<file path="src/rtl/packet_sender_rr_pkg.sv">
// Shared definitions for the round-robin packet sender: FSM states,
// slot offsets of the header fields and the SIZE-field mask.
package packet_sender_rr_pkg;

    typedef enum logic [2:0] {
        ST_IDLE,
        ST_SRC,
        ST_DST,
        ST_SIZE,
        ST_DATA,
        ST_CRC
    } state_t;

    localparam int OFF_SRC_ID = 0;
    localparam int OFF_DST_ID = 1;
    localparam int OFF_SIZE   = 2;
    localparam int OFF_DATA   = 3;

    // Low SIZE bits carry the data-byte count; upper bits are opaque.
    function automatic int unsigned size_mask(input int unsigned bits);
        return (32'd1 << bits) - 32'd1;
    endfunction

endpackage

</file>
<file path="src/rtl/packet_sender_rr_if.sv">
// Buffer-side and link-side signals of the packet sender; master is the
// sender, slave is the buffers plus downstream link.
interface packet_sender_rr_if #(
    parameter int UWIDTH    = 8,
    parameter int PTR_IN_SZ = 4,
    parameter int NCH       = 4,
    parameter int CNT_W     = 16
);
    logic [NCH-1:0]        rempty;
    logic [NCH*UWIDTH-1:0] rdata;
    logic [NCH-1:0]        rinc;
    logic [PTR_IN_SZ-1:0]  raddr_in;
    logic [UWIDTH-1:0]     packet_out;
    logic                  packet_valid;
    logic                  packet_ready;
    logic                  sop;
    logic                  eop;
    logic [NCH-1:0]        grant;
    logic [CNT_W-1:0]      tx_count;

    modport master (
        input  rempty, rdata, packet_ready,
        output rinc, raddr_in, packet_out, packet_valid, sop, eop, grant, tx_count
    );

    modport slave (
        output rempty, rdata, packet_ready,
        input  rinc, raddr_in, packet_out, packet_valid, sop, eop, grant, tx_count
    );
endinterface

</file>
<file path="src/rtl/packet_sender_rr_arbiter.sv">
// Combinational round-robin pick: first request at or above ptr, with wrap.
module rr_arbiter #(
    parameter int NCH = 4,
    parameter int PW  = $clog2(NCH)
) (
    input  logic [NCH-1:0] req,
    input  logic [PW-1:0]  ptr,
    output logic [NCH-1:0] gnt
);
    logic [PW-1:0] idx;
    logic          found;

    always_comb begin
        gnt   = '0;
        found = 1'b0;
        idx   = '0;
        for (int k = 0; k < NCH; k++) begin
            idx = PW'((int'(ptr) + k) % NCH);
            if (!found && req[idx]) begin
                gnt[idx] = 1'b1;
                found    = 1'b1;
            end
        end
    end
endmodule

</file>
<file path="src/rtl/packet_sender_rr.sv">
// Drains whole packets from NCH slot buffers in round-robin order onto one
// byte-wide valid/ready link; the slot is popped only when CRC is accepted.
module packet_sender_rr
    import packet_sender_rr_pkg::*;
#(
    parameter int UWIDTH    = 8,
    parameter int PTR_IN_SZ = 4,
    parameter int NCH       = 4,
    parameter int SIZE_BITS = 3,
    parameter int CNT_W     = 16
) (
    input logic clk,
    input logic rst,
    packet_sender_rr_if.master bus
);
    localparam int PW = $clog2(NCH);

    state_t                state, state_n;
    logic [PTR_IN_SZ-1:0]  raddr, raddr_n;
    logic [NCH-1:0]        grant, grant_n, arb_gnt;
    logic [PW-1:0]         ptr, ptr_n, gidx;
    logic [SIZE_BITS-1:0]  cnt, cnt_n;
    logic [CNT_W-1:0]      tx, tx_n;
    logic [UWIDTH-1:0]     cur;
    logic                  valid, accept;

    rr_arbiter #(.NCH(NCH), .PW(PW)) u_arb (
        .req (~bus.rempty),
        .ptr (ptr),
        .gnt (arb_gnt)
    );

    always_comb begin
        gidx = '0;
        for (int i = 0; i < NCH; i++)
            if (grant[i]) gidx = PW'(i);
    end

    assign valid  = (state != ST_IDLE);
    assign cur    = valid ? bus.rdata[gidx*UWIDTH +: UWIDTH] : '0;
    assign accept = valid & bus.packet_ready;

    always_comb begin
        state_n = state;
        raddr_n = raddr;
        grant_n = grant;
        ptr_n   = ptr;
        cnt_n   = cnt;
        tx_n    = tx;
        case (state)
            ST_IDLE: if (|arb_gnt) begin
                grant_n = arb_gnt;
                raddr_n = PTR_IN_SZ'(OFF_SRC_ID);
                state_n = ST_SRC;
            end
            ST_SRC: if (accept) begin
                raddr_n = PTR_IN_SZ'(OFF_DST_ID);
                state_n = ST_DST;
            end
            ST_DST: if (accept) begin
                raddr_n = PTR_IN_SZ'(OFF_SIZE);
                state_n = ST_SIZE;
            end
            ST_SIZE: if (accept) begin
                cnt_n   = SIZE_BITS'(cur & UWIDTH'(size_mask(SIZE_BITS)));
                raddr_n = PTR_IN_SZ'(OFF_DATA);
                state_n = (cnt_n != '0) ? ST_DATA : ST_CRC;
            end
            ST_DATA: if (accept) begin
                cnt_n   = cnt - SIZE_BITS'(1);
                raddr_n = raddr + PTR_IN_SZ'(1);
                if (cnt == SIZE_BITS'(1)) state_n = ST_CRC;
            end
            ST_CRC: if (accept) begin
                // Next search starts just past the channel that was served.
                tx_n    = tx + CNT_W'(1);
                ptr_n   = PW'((int'(gidx) + 1) % NCH);
                grant_n = '0;
                raddr_n = '0;
                state_n = ST_IDLE;
            end
            default: state_n = ST_IDLE;
        endcase
    end

    always_ff @(posedge clk or negedge rst) begin
        if (!rst) begin
            state <= ST_IDLE;
            raddr <= '0;
            grant <= '0;
            ptr   <= '0;
            cnt   <= '0;
            tx    <= '0;
        end else begin
            state <= state_n;
            raddr <= raddr_n;
            grant <= grant_n;
            ptr   <= ptr_n;
            cnt   <= cnt_n;
            tx    <= tx_n;
        end
    end

    assign bus.packet_valid = valid;
    assign bus.packet_out   = cur;
    assign bus.sop          = (state == ST_SRC);
    assign bus.eop          = (state == ST_CRC);
    assign bus.rinc         = grant & {NCH{(state == ST_CRC) & bus.packet_ready}};
    assign bus.raddr_in     = raddr;
    assign bus.grant        = grant;
    assign bus.tx_count     = tx;
endmodule
</file>
<file path="src/flat_wrapper.sv">
// flat-port wrapper written by rule: the top's interface ports become plain ports
module packet_sender_rr_flat import packet_sender_rr_pkg::*;
#(
    parameter int UWIDTH    = 8,
    parameter int PTR_IN_SZ = 4,
    parameter int NCH       = 4,
    parameter int SIZE_BITS = 3,
    parameter int CNT_W     = 16
)
  (clk, rst, bus_rempty, bus_rdata, bus_packet_ready, bus_rinc, bus_raddr_in, bus_packet_out, bus_packet_valid, bus_sop, bus_eop, bus_grant, bus_tx_count);
  packet_sender_rr_if #(.UWIDTH(UWIDTH), .PTR_IN_SZ(PTR_IN_SZ), .NCH(NCH), .CNT_W(CNT_W)) bus_i ();
  input logic clk;
  input logic rst;
  input wire logic [$bits(bus_i.rempty)-1:0] bus_rempty;
  input wire logic [$bits(bus_i.rdata)-1:0] bus_rdata;
  input wire logic [$bits(bus_i.packet_ready)-1:0] bus_packet_ready;
  output wire logic [$bits(bus_i.rinc)-1:0] bus_rinc;
  output wire logic [$bits(bus_i.raddr_in)-1:0] bus_raddr_in;
  output wire logic [$bits(bus_i.packet_out)-1:0] bus_packet_out;
  output wire logic [$bits(bus_i.packet_valid)-1:0] bus_packet_valid;
  output wire logic [$bits(bus_i.sop)-1:0] bus_sop;
  output wire logic [$bits(bus_i.eop)-1:0] bus_eop;
  output wire logic [$bits(bus_i.grant)-1:0] bus_grant;
  output wire logic [$bits(bus_i.tx_count)-1:0] bus_tx_count;
  assign bus_i.rempty = bus_rempty;
  assign bus_i.rdata = bus_rdata;
  assign bus_i.packet_ready = bus_packet_ready;
  assign bus_rinc = bus_i.rinc;
  assign bus_raddr_in = bus_i.raddr_in;
  assign bus_packet_out = bus_i.packet_out;
  assign bus_packet_valid = bus_i.packet_valid;
  assign bus_sop = bus_i.sop;
  assign bus_eop = bus_i.eop;
  assign bus_grant = bus_i.grant;
  assign bus_tx_count = bus_i.tx_count;
  packet_sender_rr #(.UWIDTH(UWIDTH), .PTR_IN_SZ(PTR_IN_SZ), .NCH(NCH), .SIZE_BITS(SIZE_BITS), .CNT_W(CNT_W)) u_core (.clk(clk), .rst(rst), .bus(bus_i));
endmodule
</file>
<file path="config.mk">
export PLATFORM = sky130hd
export DESIGN_NAME = packet_sender_rr_flat
export DESIGN_NICKNAME = d
export VERILOG_FILES = /design/src/rtl/packet_sender_rr_pkg.sv /design/src/rtl/packet_sender_rr_if.sv /design/src/rtl/packet_sender_rr_arbiter.sv /design/src/rtl/packet_sender_rr.sv /design/src/flat_wrapper.sv
export SDC_FILE = /design/constraint.sdc
export NUM_CORES = 1
export LEC_CHECK = 0
export CORE_MARGIN = 5
export CORE_UTILIZATION = 26
export DETAILED_ROUTE_END_ITERATION = 10
export GPL_ROUTABILITY_DRIVEN = 0
export GPL_TIMING_DRIVEN = 0
export PLACE_DENSITY = 0.54
export SETUP_SLACK_MARGIN = 0.4
export SYNTH_ARGS = -nofsm -noshare
export SYNTH_HDL_FRONTEND = slang
export SYNTH_HIERARCHICAL = 1
export SYNTH_SLANG_ARGS = --single-unit
</file>
<file path="constraint.sdc">
create_clock -name clk -period 2.5 [get_ports clk]
set_input_delay 0.5 -clock clk [delete_from_list [all_inputs] [get_ports clk]]
set_output_delay 0.5 -clock clk [all_outputs]
set_load 0.01 [all_outputs]
</file>
**Word level (Yosys, flattened, before mapping)**

Cells that the tools add are included.

- Add/subtract/negate cells: 7
- Magnitude comparators: 8
- Equal/unequal tests: 13
- Shifts and indexed selects: 1
- Muxes and demuxes: 48
- Bitwise logic cells: 7
- Reductions and logical operators: 22

Operator list:

| operator | number |
|---|---|
| 2-to-1 mux 4 bit | 11 |
| variable part select 32 x 6 -> 8 bit | 1 |
| 2-to-1 mux 3 bit | 9 |
| one-hot mux 4 bit (6 select lines) | 1 |
| one-hot mux 3 bit (6 select lines) | 1 |
| adder 16 x 1 -> 16 bit (second input constant) | 1 |
| inequality test 2 x 1 -> 1 bit (second input constant) | 7 |
| AND reduction 7 bit | 2 |
| 2-to-1 mux 1 bit | 13 |
| less-than comparator 2 x 3 -> 1 bit (second input constant) | 4 |
| bitwise OR 4 bit | 3 |
| binary-select mux 1 bit (select 2 bit) | 4 |
| demux 1 bit (select 2 bit) | 4 |
| greater-or-equal comparator 2 x 1 -> 1 bit (second input constant) | 4 |
| 2-to-1 mux 8 bit | 1 |
| one-hot mux 4 bit (2 select lines) | 1 |
| logical AND 1 bit | 7 |
| equality test 3 x 1 -> 1 bit (second input constant) | 2 |
| equality test 3 x 2 -> 1 bit (second input constant) | 2 |
| equality test 3 bit (second input constant) | 2 |
| one-hot mux 3 bit (2 select lines) | 1 |
| AND reduction 3 bit | 2 |
| nonzero test 3 bit | 2 |
| nonzero test 6 bit | 1 |
| 13 further kinds | 20 |

- Bits in registers: 32
- Input bits: 39
- Output and inout port bits: 39
- Logic and storage cells: 112

**Depth between registers and ports, before layout**

- Word-level depth: 16
- Gate-level depth with buffers: 10
- Mapped depth without buffers: 10

**By module**

The synthesis kept the hierarchy.

By module, submodules not included:

| module | times used | cells each | area an instance (um^2) | sequential area each (um^2) |
|---|---|---|---|---|
| packet_sender_rr | 1 | 219 | 2,015.7 | 800.8 |
| rr_arbiter | 1 | 36 | 337.8 | 0.0 |

**Least setup slack after synthesis**

No wires, ideal clock.

- Path kind: register to register
- Start point: register u_core.ptr[0]
- End point: register u_core.raddr[0], in the netlist u_core/bus.raddr_in[0]
- Setup time: 0.125 ns
- Arrival: 2.532 ns
- Data required time: 2.375 ns
- Slack: -0.157 ns
- Stages on the path, launching flop included: 11
- Clock period less this slack: 2.657 ns
- Path through: dfrtp_1 -> inv_1 -> ha_1 -> mux4_2 -> a21oi_1 -> a21o_2 -> o211ai_1 -> nor4_1 -> nand2b_1 -> nand2b_1 -> mux2_2

- Word-level cells in the longest chain between the ends: 15

RTL lines:

| element | RTL line | source |
|---|---|---|
| start, declared | packet_sender_rr.sv:21 | `logic [PW-1:0] ptr, ptr_n, gidx;` |
| start signal, assigned | packet_sender_rr.sv:98 | `ptr <= ptr_n;` |
| branches (longest 11 deep; another with less-than comparator 2 x 3 -> 1 bit) | - |  |
| 2-to-1 mux 4 bit * | packet_sender_rr_arbiter.sv:19 | `if (!found && req[idx]) begin` |
| named net u_core.arb_gnt[2] | packet_sender_rr.sv:20 | `logic [NCH-1:0] grant, grant_n, arb_gnt;` |
| OR reduction 4 bit * | packet_sender_rr.sv:51 | `ST_IDLE: if (\|arb_gnt) begin` |
| inequality test 2 x 1 -> 1 bit (no line) * | - |  |
| AND reduction 7 bit (no line) * | - |  |
| end signal, assigned | packet_sender_rr.sv:96 | `raddr <= raddr_n;` |
| end, declared | packet_sender_rr.sv:19 | `logic [PTR_IN_SZ-1:0] raddr, raddr_n;` |

Mark *: on every way through the listed nets, which the timed path passes. The select of a mux whose other input is x is not followed.
A chain may end at the register's enable or synchronous reset.

**Worst setup path after layout**

Same ends and word-level chain as after synthesis.

==> metrics.md <==
| Metric | Value |
|---|---|
| Worst-path cell chain | inv_2 -> ha_4 -> mux4_2 -> a21oi_2 -> a21o_2 -> o211ai_1 -> nor4_2 -> nand2b_4 -> nand2b_4 -> mux2_4 |
| Share of cells above drive strength 1 | about a third |
| Total Nets Final | between 400 and 500 |
| Global-route wire length before repair | roughly 11,000 um |
| Clk Latency, worst-skew pair | 280 ps |
| RSZ-0062 raised after global routing | true |
| Post-route ant nets | 0 |
| Global route overflow | 0 |
| Least-Margin Pin Slew | roughly 750 ps |
| Sw frac | 40.3% |
| Post-synth EDFFs | 0 |
| Pleak | about 1.7 nW |
| Root buf cell | clkbuf_8 |
| Mapped Cells | approximately 260 |
| Slew Viols, Final | 0 |
| Post-synthesis register bit count | 32 |
| Post-route minimum period | around 2700 ps |
| Final Util | 43.7% |
| Drt first pass iters | 4 |
| TNS Setup | -1130 ps |
| Hold/Removal Path Class | in2async |
| Total number of vias | about 2,300 |
| Violated checks | setup timing |
| Clk slew on worst S/H paths | 70 ps |
| Fmax | about 370 MHz |
| Die outline width | between 100 and 150 um |
| Post-synth ARST share | 100% |
| PwrDens | 1120 nW/um2 |
| Pin count of the biggest net entering global routing | 33 |
| Net Switching | ~0.0017 W |
| Synth Area in Simple Gates | between 20% and 30% |
| Seq/Total Area, Yosys | between 30% and 40% |
| HPWL after DPL | 5020 um |
| Initial Utilization | 26.9% |
| Fillcell total | about 880 |
| Layout area overhead | 62.7% |
| Core Area | ~8800 um2 |
| Synth Area in Compound Gates | 13.1% |
| Wire per inst | between 10 and 15 um |
| CTS tree | done |
| MaxCap Viol Count | 0 |
| DRT iter0 DRCs | 57 |
| Post-Place Cells | around 440 |
| Critical path type | reg2reg |
| Slowest stage delay, CP | approximately 420 ps |
| Vias per cell | ~4.8 |
| P_int | roughly 0.0025 W |
| WP data arrival | about 2900 ps |
| Worst slack, placed | -774 ps |
| Reg2reg path depth | 10 |
| Synthesized cell area | approximately 2400 um2 |
| Worst reg2reg path endpoint | u_core/bus.raddr_in[0]$_DFFE_PN0P_ |
| Most used cell, CP | nand2b_4 |
| Worst setup EP type | register |
| CTS Buf Count | 5 |
| Synth unique cells | between 50 and 60 |
| Largest family of logic cells by synthesized area | simple AND/OR/NAND/NOR gates |
| Detailed-route DRC error count | 0 |
| Most used DFF post-synth | dfrtp_1 |
| Antenna diode count | 0 |
| Final setup viols | 9 |
| Post-Synthesis Mean Instance Area | between 9 and 10 um2 |
| Post-synthesis xor/xnor area fraction | approximately 6.0% |
| Clock power frac | between 10% and 20% |
| Die span in y | between 100 and 150 um |
| Combinational share of power | between 70% and 80% |
| Final hold slack | between 200 and 300 ps |
| CTS Sinks | 32 |
| Crit Path Max Fanout | 6 |
| Post-Route WL | around 7000 um |
| Overall Global Routing Usage | 12.3% |
| Hold bufs inserted after CTS | 0 |
| Layout Cells excl Fill | approximately 480 |
| R2R Setup Slk | -190 ps |
| Sequential Power Share | a little under a fifth |
| Fin crit share | 108% |
| Fin. Hold Viols | 0 |
| H-tree Lvls | 2 |
| Vias in the first global route | 2,409 |
| Yosys warns | 6 |
| Skew final | between 7 and 8 ps |
| CP Launch Type | register |
| R2R Path Start | u_core/ptr[0]$_DFFE_PN0P_ |
| CTS max path bufs | 2 |
| Slew Limit Headroom | about half |
| CP max stage cell | dfrtp_2 |
| VDD IR max | between 0.3 and 0.4 mV |
| Row cnt | 34 |
| Post-synthesis mux area share | 11.9% |
| Initial antenna violation count | 0 |
| Die Footprint | approximately 11,000 um2 |
| PortBufs | 76 |
| Worst EP required | 2670 ps |
| Adder-cell share of the synthesized area | 5.32% |
| Io pins | slightly below 80 |
| Fin worst setup slack | -193 ps |
| Post-synthesis net count | 304 |
| Status | finished, violations left |
[worst max-delay path: cells and delay by family (launching register included)]
family,cells,cell delay (ps)
AO/OA/AOI/OAI,3,430
adder cells (fa/ha/maj),1,260
buffers and inverters,1,70
flip-flops,1,420
multiplexers,2,700
AND/OR/NAND/NOR,3,690
[final cells by class]
cell class	count	area [um2]	share of cell area, %
Clock inverter	2	35.0	0.915
Tap cell	108	135	3.53
Inverter	22	85.1	2.22
Sequential cell	32	806	21.0
Buffer	12	100	2.61
Multi-Input combinational cell	189	1560	40.6
Clock buffer	6	72.6	1.89
Timing Repair Buffer	113	1040	27.2
[how the worst max path moves through the flow]
stage	startpoint	end	depth (start not counted)
after floorplan	u_core/ptr[0]$_DFFE_PN0P_	u_core/bus.raddr_in[0]$_DFFE_PN0P_	10
after global placement	bus_rempty[3]	u_core/bus.raddr_in[0]$_DFFE_PN0P_	11
after detailed placement	bus_rempty[2]	u_core/bus.raddr_in[0]$_DFFE_PN0P_	11
after CTS	u_core/ptr[0]$_DFFE_PN0P_	u_core/bus.raddr_in[0]$_DFFE_PN0P_	10
after global routing	u_core/ptr[0]$_DFFE_PN0P_	u_core/state[0]$_DFFE_PN0P_	12
final	u_core/ptr[0]$_DFFE_PN0P_	u_core/bus.raddr_in[0]$_DFFE_PN0P_	10
[cell families (layout without fill, tap and decap cells)]
| logic type | Yosys count | after routing |
|---|---|---|
| simple gates | 95 | 95 |
| compound gates | 46 | 46 |
| buf+inv | 34 | 155 |
| flops | 32 | 32 |
| mux | 22 | 22 |
| xor+xnor | 16 | 16 |
| fa+ha+maj | 10 | 10 |
[routing by layer]
| layer | part of all wire [%] | track usage (%) | vias to the layer above |
|---|---|---|---|
| met5 | 0 | 0 | - |
| met4 | 1.4 | 3.38 | 0 |
| met3 | 7.9 | 5.24 | 13 |
| met2 | 46 | 19.9 | 82 |
| met1 | 44 | 15.0 | 1100 |
| li1 | - | - | 1140 |
[through the flow]
step / total power [W] / area (um2)
floorplan: 0.00217 / 2380
global placement: 0.00294 / 3270
detailed placement: 0.00297 / 3270
CTS: 0.00405 / 3720
global route: 0.00460 / 3830
finish: 0.00427 / 3830
[sequential cells by signal (all words and copies together), names as in the netlist]
| register | count |
|---|---|
| u_core/bus.tx_count | 16 |
| u_core/bus.grant | 4 |
| u_core/bus.raddr_in | 4 |
| u_core/cnt | 3 |
| u_core/state | 3 |
| u_core/ptr | 2 |
[placed cells by master (no fill, tap or decap), types with 4 or more instances in the layout]
cell type,Yosys,final
ha_1,10,9
nor2_1,18,15
a21o_2,4,4
xnor2_1,9,9
buf_4,1,25
o211ai_1,5,5
mux2i_1,17,14
xor2_1,7,7
clkbuf_8,0,6
nor3_1,6,5
o21ai_1,2,4
buf_2,6,10
nor3b_1,5,4
buf_6,1,17
a21oi_2,0,4
nand2_1,29,25
inv_2,1,6
inv_1,21,15
clkdlybuf4s50_1,0,52
dfrtp_1,32,28
clkbuf_2,0,5
o21ai_0,11,8
nand3_1,9,9
dfrtp_2,0,4
a21oi_1,8,4
dlygate4sd2_1,0,8
[power groups by stage]
stage	clock network, W	registers [W]	logic, W
after global placement	0	0.000810	0.00213
after CTS	0.000509	0.000794	0.00275
after detailed placement	0	0.000814	0.00215
final	0.000495	0.000788	0.00299
after global routing	0.000531	0.000811	0.00325
after floorplan	0	0.000812	0.00136
[cells in the mapped netlist (6+ instances only)]
cell | number | area share, %
a21oi_1 | 8 | 1.7
buf_2 | 6 | 1.3
dfrtp_1 | 32 | 34
ha_1 | 10 | 5.3
inv_1 | 21 | 3.3
mux2i_1 | 17 | 7.2
nand2_1 | 29 | 4.6
nand3_1 | 9 | 1.9
nor2_1 | 18 | 2.9
nor3_1 | 6 | 1.3
o21ai_0 | 11 | 2.3
xnor2_1 | 9 | 3.3
xor2_1 | 7 | 2.6
[timing repair]
item	CTS	global route
resized for setup	91	34
endpoints found under the hold margin	0	0
buffers inserted	30	6
pin swaps	19	14
setup endpoints to repair	24	22
gates cloned	0	1
No activity file was read; power rests on OpenSTA's default activity.
